$ cat config.mk
export PLATFORM = sky130hd
export DESIGN_NAME = memory_port_arbiter
export DESIGN_NICKNAME = d
export VERILOG_FILES = /design/src/rtl/memory_port_arbiter.sv
export SDC_FILE = /design/constraint.sdc
export NUM_CORES = 1
export LEC_CHECK = 0
export CORE_ASPECT_RATIO = 1.1
export CORE_MARGIN = 4
export CORE_UTILIZATION = 25
export DETAILED_ROUTE_END_ITERATION = 16
export SYNTH_ARGS = -nofsm -noshare
export SYNTH_HDL_FRONTEND = slang
export SYNTH_SLANG_ARGS = --single-unit
export TNS_END_PERCENT = 10
$ cat constraint.sdc
create_clock -name clk -period 5.2 [get_ports clk]
set_input_delay 1.04 -clock clk [delete_from_list [all_inputs] [get_ports clk]]
set_output_delay 1.04 -clock clk [all_outputs]
set_load 0.02 [all_outputs]
$ cat src/rtl/memory_port_arbiter.sv
// Arbitrates one shared single-port data memory between a scalar (memory-stage)
// requester and an 8-lane vector requester. Scalar accesses take one memory
// beat, vector accesses take eight consecutive beats at ascending word
// addresses. All memory-side outputs come straight from registers.
//
// Handshake: a requester raises *_req with stable *_we/addr/wdata and holds it
// until it sees the one-cycle *_done pulse; requests are only sampled in IDLE and
// all request fields are latched at grant, so dropping *_req mid-transfer does
// not abort it. A request still high in IDLE after its done is a new request.
module memory_port_arbiter (
    input  logic         clk,
    input  logic         reset,
    input  logic         scalar_req,
    input  logic         scalar_we,
    input  logic [15:0]  scalar_addr,
    input  logic [15:0]  scalar_wdata,
    output logic [15:0]  scalar_rdata,
    output logic         scalar_done,
    input  logic         vector_req,
    input  logic         vector_we,
    input  logic [15:0]  vector_addr,
    input  logic [127:0] vector_wdata,
    output logic [127:0] vector_rdata,
    output logic         vector_done,
    output logic [15:0]  mem_addr,
    output logic [15:0]  mem_wdata,
    output logic         mem_we,
    input  logic [15:0]  mem_rdata,
    output logic         pipe_stall,
    output logic [2:0]   dbg_state
);

    typedef enum logic [2:0] {
        IDLE   = 3'd0,
        S_ACC  = 3'd1,
        S_RESP = 3'd2,
        V_ACC  = 3'd3,
        V_LAST = 3'd4
    } state_t;

    state_t         r_state;
    state_t         w_next_state;
    logic           w_grant_s;
    logic           w_grant_v;
    logic           r_last_grant;     // 1 = vector was granted last
    logic [2:0]     r_beat;
    logic           r_we;
    logic [111:0]   r_vwdata;         // lanes 1..7; lane 0 goes out at grant
    logic [15:0]    r_mem_addr;
    logic [15:0]    r_mem_wdata;
    logic           r_mem_we;
    logic [15:0]    r_scalar_rdata;
    logic [127:0]   r_vector_rdata;
    logic [2:0]     w_prev_lane;
    logic [6:0]     w_prev_off;
    logic [6:0]     w_next_off;

    // Lane offsets: read data arriving now belongs to the previous beat, and the
    // next write lane (beat+1) sits at offset beat*16 in the lane 1..7 store.
    assign w_prev_lane = r_beat - 3'd1;
    assign w_prev_off  = {w_prev_lane, 4'b0000};
    assign w_next_off  = {r_beat, 4'b0000};

    // State register.
    always_ff @(posedge clk) begin
        if (!reset) begin
            r_state <= IDLE;
        end else begin
            r_state <= w_next_state;
        end
    end

    // Next-state and grant decode; round-robin favours the side not granted last.
    always_comb begin
        w_next_state = r_state;
        w_grant_s    = 1'b0;
        w_grant_v    = 1'b0;
        case (r_state)
            IDLE: begin
                if (scalar_req && (!vector_req || r_last_grant)) begin
                    w_grant_s    = 1'b1;
                    w_next_state = S_ACC;
                end else if (vector_req) begin
                    w_grant_v    = 1'b1;
                    w_next_state = V_ACC;
                end
            end
            S_ACC:   w_next_state = S_RESP;
            S_RESP:  w_next_state = IDLE;
            V_ACC:   if (r_beat == 3'd7) w_next_state = V_LAST;
            V_LAST:  w_next_state = IDLE;
            default: w_next_state = IDLE;
        endcase
    end

    // Datapath: latch request at grant, step beats, capture read data.
    always_ff @(posedge clk) begin
        if (!reset) begin
            r_last_grant   <= 1'b1;
            r_beat         <= 3'd0;
            r_we           <= 1'b0;
            r_vwdata       <= '0;
            r_mem_addr     <= '0;
            r_mem_wdata    <= '0;
            r_mem_we       <= 1'b0;
            r_scalar_rdata <= '0;
            r_vector_rdata <= '0;
        end else begin
            case (r_state)
                IDLE: begin
                    if (w_grant_s) begin
                        r_mem_addr   <= scalar_addr;
                        r_mem_wdata  <= scalar_wdata;
                        r_mem_we     <= scalar_we;
                        r_we         <= scalar_we;
                        r_last_grant <= 1'b0;
                    end else if (w_grant_v) begin
                        r_mem_addr   <= vector_addr;
                        r_mem_wdata  <= vector_wdata[15:0];
                        r_mem_we     <= vector_we;
                        r_we         <= vector_we;
                        r_vwdata     <= vector_wdata[127:16];
                        r_beat       <= 3'd0;
                        r_last_grant <= 1'b1;
                    end
                end
                S_ACC: begin
                    r_mem_we <= 1'b0;
                end
                S_RESP: begin
                    if (!r_we) r_scalar_rdata <= mem_rdata;
                end
                V_ACC: begin
                    if ((r_beat != 3'd0) && !r_we) begin
                        r_vector_rdata[w_prev_off +: 16] <= mem_rdata;
                    end
                    if (r_beat == 3'd7) begin
                        r_mem_we <= 1'b0;
                    end else begin
                        r_mem_addr  <= r_mem_addr + 16'd1;
                        r_mem_wdata <= r_vwdata[w_next_off +: 16];
                        r_beat      <= r_beat + 3'd1;
                    end
                end
                V_LAST: begin
                    if (!r_we) r_vector_rdata[127:112] <= mem_rdata;
                    r_beat <= 3'd0;
                end
                default: begin
                    r_mem_we <= 1'b0;
                end
            endcase
        end
    end

    // Done pulses decode the response states; read data is forwarded from the
    // memory during the done cycle and held in the capture registers after.
    assign scalar_done  = (r_state == S_RESP);
    assign vector_done  = (r_state == V_LAST);
    assign scalar_rdata = (scalar_done && !r_we) ? mem_rdata : r_scalar_rdata;
    assign vector_rdata = (vector_done && !r_we) ?
                          {mem_rdata, r_vector_rdata[111:0]} : r_vector_rdata;
    assign mem_addr     = r_mem_addr;
    assign mem_wdata    = r_mem_wdata;
    assign mem_we       = r_mem_we;
    assign pipe_stall   = ((r_state != IDLE) || scalar_req || vector_req) &&
                          !(scalar_done || vector_done);
    assign dbg_state    = r_state;

endmodule

==> results of run 1 <==
placed cells by master (no fill, tap or decap), types with 3 or more instances in the layout:
cell | synthesis | layout
clkdlybuf4s50_1 | 0 | 380
nand2_1 | 348 | 348
dfxtp_1 | 297 | 295
a21oi_1 | 178 | 178
nor2_1 | 86 | 86
nand3_1 | 76 | 75
mux2i_1 | 54 | 54
a22o_1 | 48 | 48
mux2_2 | 42 | 42
clkbuf_16 | 0 | 37
buf_4 | 122 | 31
o21ai_0 | 27 | 27
and2_1 | 19 | 19
o22ai_1 | 16 | 16
nor3_1 | 15 | 15
mux4_2 | 15 | 15
a32o_1 | 15 | 15
nand4_1 | 10 | 10
a31oi_1 | 9 | 9
and3_1 | 10 | 9
ha_1 | 9 | 9
clkbuf_1 | 89 | 6
o221a_2 | 5 | 5
clkinv_2 | 0 | 5
inv_1 | 5 | 4
nor4_1 | 4 | 4
clkbuf_8 | 0 | 4
bufinv_16 | 0 | 4
inv_6 | 0 | 3
nand2b_1 | 3 | 3
and4_1 | 3 | 3
nor2b_1 | 5 | 3
per-stage QoR:
stage / utilization / setup WS [ps] / total power [W]
final: 0.343 / 973 / 0.00590
after detailed placement: 0.320 / 1340 / 0.00340
after floorplan: - / 1970 / 0.00296
after global routing: 0.343 / 747 / 0.00614
after CTS: 0.343 / 865 / 0.00599
after global placement: 0.320 / 1330 / 0.00339
state kept, by name, summed over array words and instances, names as in the netlist:
name and flops:
dbg_state 3, mem_addr 16, mem_wdata 16, mem_we 1, r_beat 3, r_last_grant 1
r_scalar_rdata 16, r_vector_rdata 128, r_vwdata 112, r_we 1
kinds of logic (layout without fill, tap and decap cells):
group                    after synthesis  count (layout)
flip-flops                           297             297
buffers and inverters                252             479
other                                  0               2
AND/OR/NAND/NOR                      591             591
AO/OA/AOI/OAI                        315             315
XOR/XNOR                               1               1
multiplexers                         111             111
adder cells (fa/ha/maj)                9               9
path summary, 6_finish.rpt:
check	cells after the start	slack, ps	from	endpoint
setup reg to reg	10	2160	r_beat[0]	r_vector_rdata[63]
hold / removal	2	450	r_vector_rdata[61]	r_vector_rdata[61]
hold reg to reg	2	450	r_vector_rdata[61]	r_vector_rdata[61]
setup / recovery	4	970	dbg_state[1]	scalar_rdata[0]
synth_stat cells (2+ instances only):
| cell | instances | area [um^2] |
|---|---|---|
| nand4_1 | 10 | 62.6 |
| buf_4 | 122 | 916 |
| nand2b_1 | 3 | 18.8 |
| ha_1 | 9 | 113 |
| clkbuf_1 | 89 | 334 |
| inv_1 | 5 | 18.8 |
| nand3_1 | 76 | 380 |
| nand2_1 | 348 | 1310 |
| nor2_1 | 86 | 323 |
| nor2b_1 | 5 | 31.3 |
| o32a_1 | 2 | 20.0 |
| buf_2 | 26 | 130 |
| nor4_1 | 4 | 25.0 |
| a21oi_1 | 178 | 891 |
| nor3b_1 | 2 | 15.0 |
| a31oi_1 | 9 | 56.3 |
| and4_1 | 3 | 26.3 |
| mux2i_1 | 54 | 541 |
| o21ai_0 | 27 | 135 |
| o221a_2 | 5 | 56.3 |
| a22o_1 | 48 | 420 |
| mux4_2 | 15 | 338 |
| dfxtp_1 | 297 | 5950 |
| and2_1 | 19 | 119 |
| a32o_1 | 15 | 150 |
| and3_1 | 10 | 62.6 |
| mux2_2 | 42 | 473 |
| o22ai_1 | 16 | 100 |
| nor3_1 | 15 | 75.1 |
| buf_6 | 3 | 33.8 |
| buf_1 | 3 | 11.3 |
critical path: cells and delay by family, from the launching register on:
kind / cells / cell delay (ps)
flip-flops: 1 / 540
multiplexers: 1 / 430
AND/OR/NAND/NOR: 2 / 1130
buffers and inverters: 1 / 550
final cells by class:
| class | instances | share of cell area |
|---|---|---|
| Timing Repair Buffer | 411 | 0.223 |
| Clock buffer | 47 | 0.0554 |
| Clock inverter | 14 | 0.0103 |
| Antenna cell | 2 | 0.000276 |
| Inverter | 7 | 0.00186 |
| Sequential cell | 297 | 0.328 |
| Tap cell | 675 | 0.0466 |
| Multi-Input combinational cell | 1027 | 0.334 |
layer usage:
layer | share of wire | GRT usage | vias up | wire, um
li1 | - | - | 5703 | -
met5 | 0 | 0 | - | 0
met4 | 0.034 | 0.0548 | 0 | 1640
met2 | 0.49 | 0.284 | 441 | 24100
met1 | 0.41 | 0.188 | 5641 | 19900
met3 | 0.067 | 0.0391 | 84 | 3250
power by group:
part | switching (W) | internal [W] | leakage, nW
combinational | 0.000484 | 0.000399 | 3.41
clock | 0.000993 | 0.00156 | 0.581
sequential | 0.0000811 | 0.00238 | 2.41
==> flow_summary.json, run 1 <==
{
  "status": "completed",
  "drt-total-wl_um": 48800,
  "finalNetCount": 1987,
  "synth_top_family_by_area": "simple AND/OR/NAND/NOR gates",
  "post-route-cell-area_um2": 18100,
  "via_per_inst": 4.79,
  "cts-root-buf": "clkbuf_16",
  "drc_errors": 0,
  "final_hold_viol_count": 0,
  "maxCapViolations": 0,
  "start_util": 0.255,
  "cts_tree": "built",
  "post-route-period-util": 0.813,
  "synth.net_count": 1783,
  "synth_seq_area_share": 0.442,
  "grt_pass1_wl_um": 72000,
  "synthMuxAreaShare": 0.100,
  "synth_edf_count": 0,
  "portBuffers": 380,
  "ys_ff_latch": 297,
  "crit_path_max_incr_delay_ps": 800,
  "path_clk_slew_ps": 60,
  "critPathRequiredTime_ps": 4160,
  "cts_buffer_depth": 3,
  "crit_arrival_ps": 3190,
  "synth_xor_area_frac": 0.00205,
  "core_area_um2": 52900,
  "antenna_found_initial": 2,
  "relSlewSlack": 0.286,
  "cp_max_fo": 16,
  "drive_gt1_frac": 0.0921,
  "synth_simple_gate_area_frac": 0.190,
  "synthFlopType": "dfxtp_1",
  "rsz0062_at_grt": "false",
  "first_iter_violations": 669,
  "vias": 11869,
  "slowest_stage": "nor2b_2",
  "synth-compound-area-share": 0.147,
  "wl_per_cell_um": 19.7,
  "power.density_nw_per_um2": 326,
  "path_cells": "nor3b_1, nor2b_2, mux2_2, clkdlybuf4s50_1",
  "crit_path_end_kind": "primary output",
  "gr-total-overflow": 0,
  "gp_congestion": 0.842,
  "die_h_um": 251,
  "grt_pass1_vias": 11737,
  "grt_max_degree": 96,
  "multi_input_area_um2": 6060,
  "tightest_slew_ps": 1070,
  "die_w_um": 229,
  "dpl-instance-area_um2": 16900,
  "max_freq_ghz": 0.237,
  "fin_tns_setup_ps": 0,
  "final.min_clock_period_ps": 4230,
  "fin_cells": 2480,
  "finalSetupViolations": 0,
  "htree_levels": 2,
  "post_cts_buffers": 0,
  "holdWs_ps": 447,
  "die_area_um2": 57600,
  "syn_avg_cell_area_um2": 8.54,
  "vdd_drop_max_mv": 0.165,
  "numCtsBuffers": 36,
  "hp-class": "register to register",
  "synth_area_um2": 13500,
  "async_flop_share": 0,
  "pin_count": 381,
  "p_leak_nw": 6.41,
  "synth_fa_ha_area_frac": 0.00837,
  "synth_cells": 1576,
  "rows": 88,
  "slew_violations": 0,
  "ctsResizeCount": 0,
  "ant_nets": 0,
  "final-seq-area_um2": 5950,
  "cts_hold_buf": 0,
  "fin_skew_ps": 14.5,
  "fill_cells": 5425,
  "dp_hpwl_um": 36000,
  "startpoint_type": "register",
  "ys_warn_count": 0,
  "ys_types": 61,
  "track_usage": 0.160,
  "syn2layout_area_growth_pct": 34.6,
  "clk_latency_ps": 530,
  "dp_cells": 2417,
  "cts_num_sinks": 297,
  "crit_type": "register to primary output",
  "first_pass_iters": 5
}
Power figures use the tool's default switching activity.
==> inputs of run 2 (changes only) <==
==> constraint.sdc (replaced) <==
create_clock -name clk -period 3.4 [get_ports clk]
set_input_delay 0.68 -clock clk [delete_from_list [all_inputs] [get_ports clk]]
set_output_delay 0.68 -clock clk [all_outputs]
set_load 0.02 [all_outputs]
==> run 2 against run 1 <==
  * Sequential share of layout area down 0.27 points
  * Final area up 0.88%
  * Core utilization up 0.30 points
  * Final cell count up 0.81%
  * Hold slack better by 3.5 ps
  * Combinational power up 58%
  * Clock-buffer cell count up 1
  * Largest cell class unchanged
  * Sequential power up 53%
  * Via count up 0.35%
  * Die area unchanged
  * Sequential cell count unchanged
  * Critical endpoint is now vector_rdata[124]
  * Non-clock buffer count up 18
==> flow_summary.json, run 2 (synthesis results as in run 1) <==
{
  "hp-start": "r_vector_rdata[63]",
  "final.min_clock_period_ps": 3230,
  "gp_congestion": 0.841,
  "cp_max_fo": 16,
  "power.density_nw_per_um2": 489,
  "fin_tns_setup_ps": 0,
  "numCtsBuffers": 34,
  "power.net_switching_w": 0.00240,
  "fin_util": 0.346,
  "cts_num_sinks": 297,
  "final-seq-area_um2": 5950,
  "fin_skew_ps": 10.8,
  "gr-total-overflow": 0,
  "startpoint_type": "register",
  "final_hold_viol_count": 0,
  "reg_top3": "r_vector_rdata (128), r_vwdata (112)",
  "max_freq_ghz": 0.309,
  "antenna_found_initial": 5,
  "cts_buffer_depth": 3,
  "status": "completed",
  "htree_levels": 2,
  "grt_max_degree": 117,
  "total_power_w": 0.00894,
  "hold_end": "r_vector_rdata[63]",
  "portBuffers": 380,
  "final_common_cell": "clkdlybuf4s50_1",
  "drt-total-wl_um": 49800,
  "critPathRequiredTime_ps": 2720,
  "cts_tree": "built",
  "mostFrequentLayoutCells": "clkdlybuf4s50_1, nand2_1, dfxtp_1, a21oi_1, nor2_1",
  "cts_hold_buf": 0,
  "grt_pass1_vias": 11977,
  "hold_depth": 2,
  "switching_share": 0.268,
  "crit_path_end_kind": "primary output",
  "combPwrFrac": 0.156,
  "slew_violations": 0,
  "rr_startpoint": "r_beat[0]",
  "rows": 88,
  "dpl-instance-area_um2": 17100,
  "multi_input_area_um2": 6070,
  "finalSetupViolations": 0,
  "drc_errors": 0,
  "crit_arrival_ps": 2550,
  "p_int_w": 0.00654,
  "r2r-end": "r_vector_rdata[50]",
  "core_area_um2": 52900,
  "vias": 11911,
  "largest_reg_flops": 128,
  "track_usage": 0.164,
  "power.share.clock": 0.423,
  "die_w_um": 229,
  "crit_type": "register to primary output",
  "maxCapViolations": 0,
  "post-route-cell-area_um2": 18300,
  "top_register": "r_vector_rdata",
  "r2r_setup_slack_ps": 460,
  "drive_gt1_frac": 0.104,
  "dp_hpwl_um": 36900,
  "clk_latency_ps": 530,
  "vdd_drop_max_mv": 0.305,
  "finalNetCount": 2003,
  "die_h_um": 251,
  "holdWs_ps": 450,
  "ant_nets": 0,
  "grt_pass1_wl_um": 73900,
  "syn2layout_area_growth_pct": 35.8,
  "die_area_um2": 57600,
  "start_util": 0.255,
  "p_seq_frac": 0.421,
  "r2r_cells": 10,
  "p_leak_nw": 6.53,
  "wl_per_cell_um": 19.9,
  "hp-class": "register to register",
  "via_per_inst": 4.76,
  "first_iter_violations": 727,
  "post_cts_buffers": 0,
  "first_pass_iters": 5,
  "post-route-period-util": 0.950,
  "path_clk_slew_ps": 60,
  "rsz0062_at_grt": "false",
  "tightest_slew_ps": 917,
  "relSlewSlack": 0.389,
  "cts-root-buf": "clkbuf_16",
  "fill_cells": 5474,
  "pin_count": 381
}
[run 2: changes by cell type in the layout (fill, tap and decap cells not counted), moves of 2 or more]
cell             change
buf_4               +13
clkbuf_8             +4
buf_12               +3
clkbuf_16            -3
clkdlybuf4s50_1      -3
buf_6                +2
clkinv_2             +2
dfxtp_1              -2
dfxtp_2              +2
dlygate4sd2_1        +2
[run 2: cell type report]
class,count,share of cell area
Antenna cell,3,0.000411
Clock buffer,48,0.0538
Clock inverter,14,0.00911
Inverter,7,0.00185
Multi-Input combinational cell,1027,0.332
Sequential cell,297,0.326
Tap cell,675,0.0462
Timing Repair Buffer,429,0.231
[run 2: power groups by stage]
stage	logic, W	clock network [W]	registers, W
after CTS	0.00142	0.00390	0.00376
after floorplan	0.000651	0	0.00387
final	0.00140	0.00378	0.00377
after global placement	0.00140	0	0.00383
after global routing	0.00150	0.00404	0.00378
after detailed placement	0.00141	0	0.00384
[run 2: worst max-delay path, stage by stage, from the launching register on]
cell             delay [ps]
dfxtp_1                 310
buf_4                   170
nor2_1                  120
nand2_2                 130
nor2_1                  150
buf_6                   210
mux2_2                  380
clkdlybuf4s50_1         550
[run 2: per-stage QoR]
stage / std cells / worst slack, ps
after floorplan: 1576 / 387
after global placement: 2435 / 303
after detailed placement: 2435 / 305
after CTS: 2497 / 32.7
after global routing: 2499 / 14.9
final: 2500 / 169
[run 2: worst max-delay path by stage]
stage	cells past startpoint	to	slack (ps)	startpoint
2_1_floorplan	14	r_vector_rdata[117]	390	r_beat[1]
3_3_place_gp	3	scalar_rdata[0]	300	mem_rdata[0]
3_5_place_dp	5	scalar_rdata[0]	310	dbg_state[0]
4_1_cts	7	vector_rdata[126]	30	dbg_state[1]
5_1_grt	7	vector_rdata[124]	10	dbg_state[1]
6_report	7	vector_rdata[124]	170	dbg_state[1]
[run 2: layer usage]
layer | GRT usage | routed length, um | vias up
li1 | - | - | 5741
met1 | 0.192 | 20200 | 5692
met2 | 0.299 | 25400 | 409
met3 | 0.0407 | 3140 | 67
met4 | 0.0405 | 1030 | 2
met5 | 0 | 12 | -
[run 2: repair_timing]
action | 4_1_cts | 5_1_grt
endpoints found under the setup margin | 23 | 14
pin swaps | 0 | 0
gates resized for setup | 7 | 3
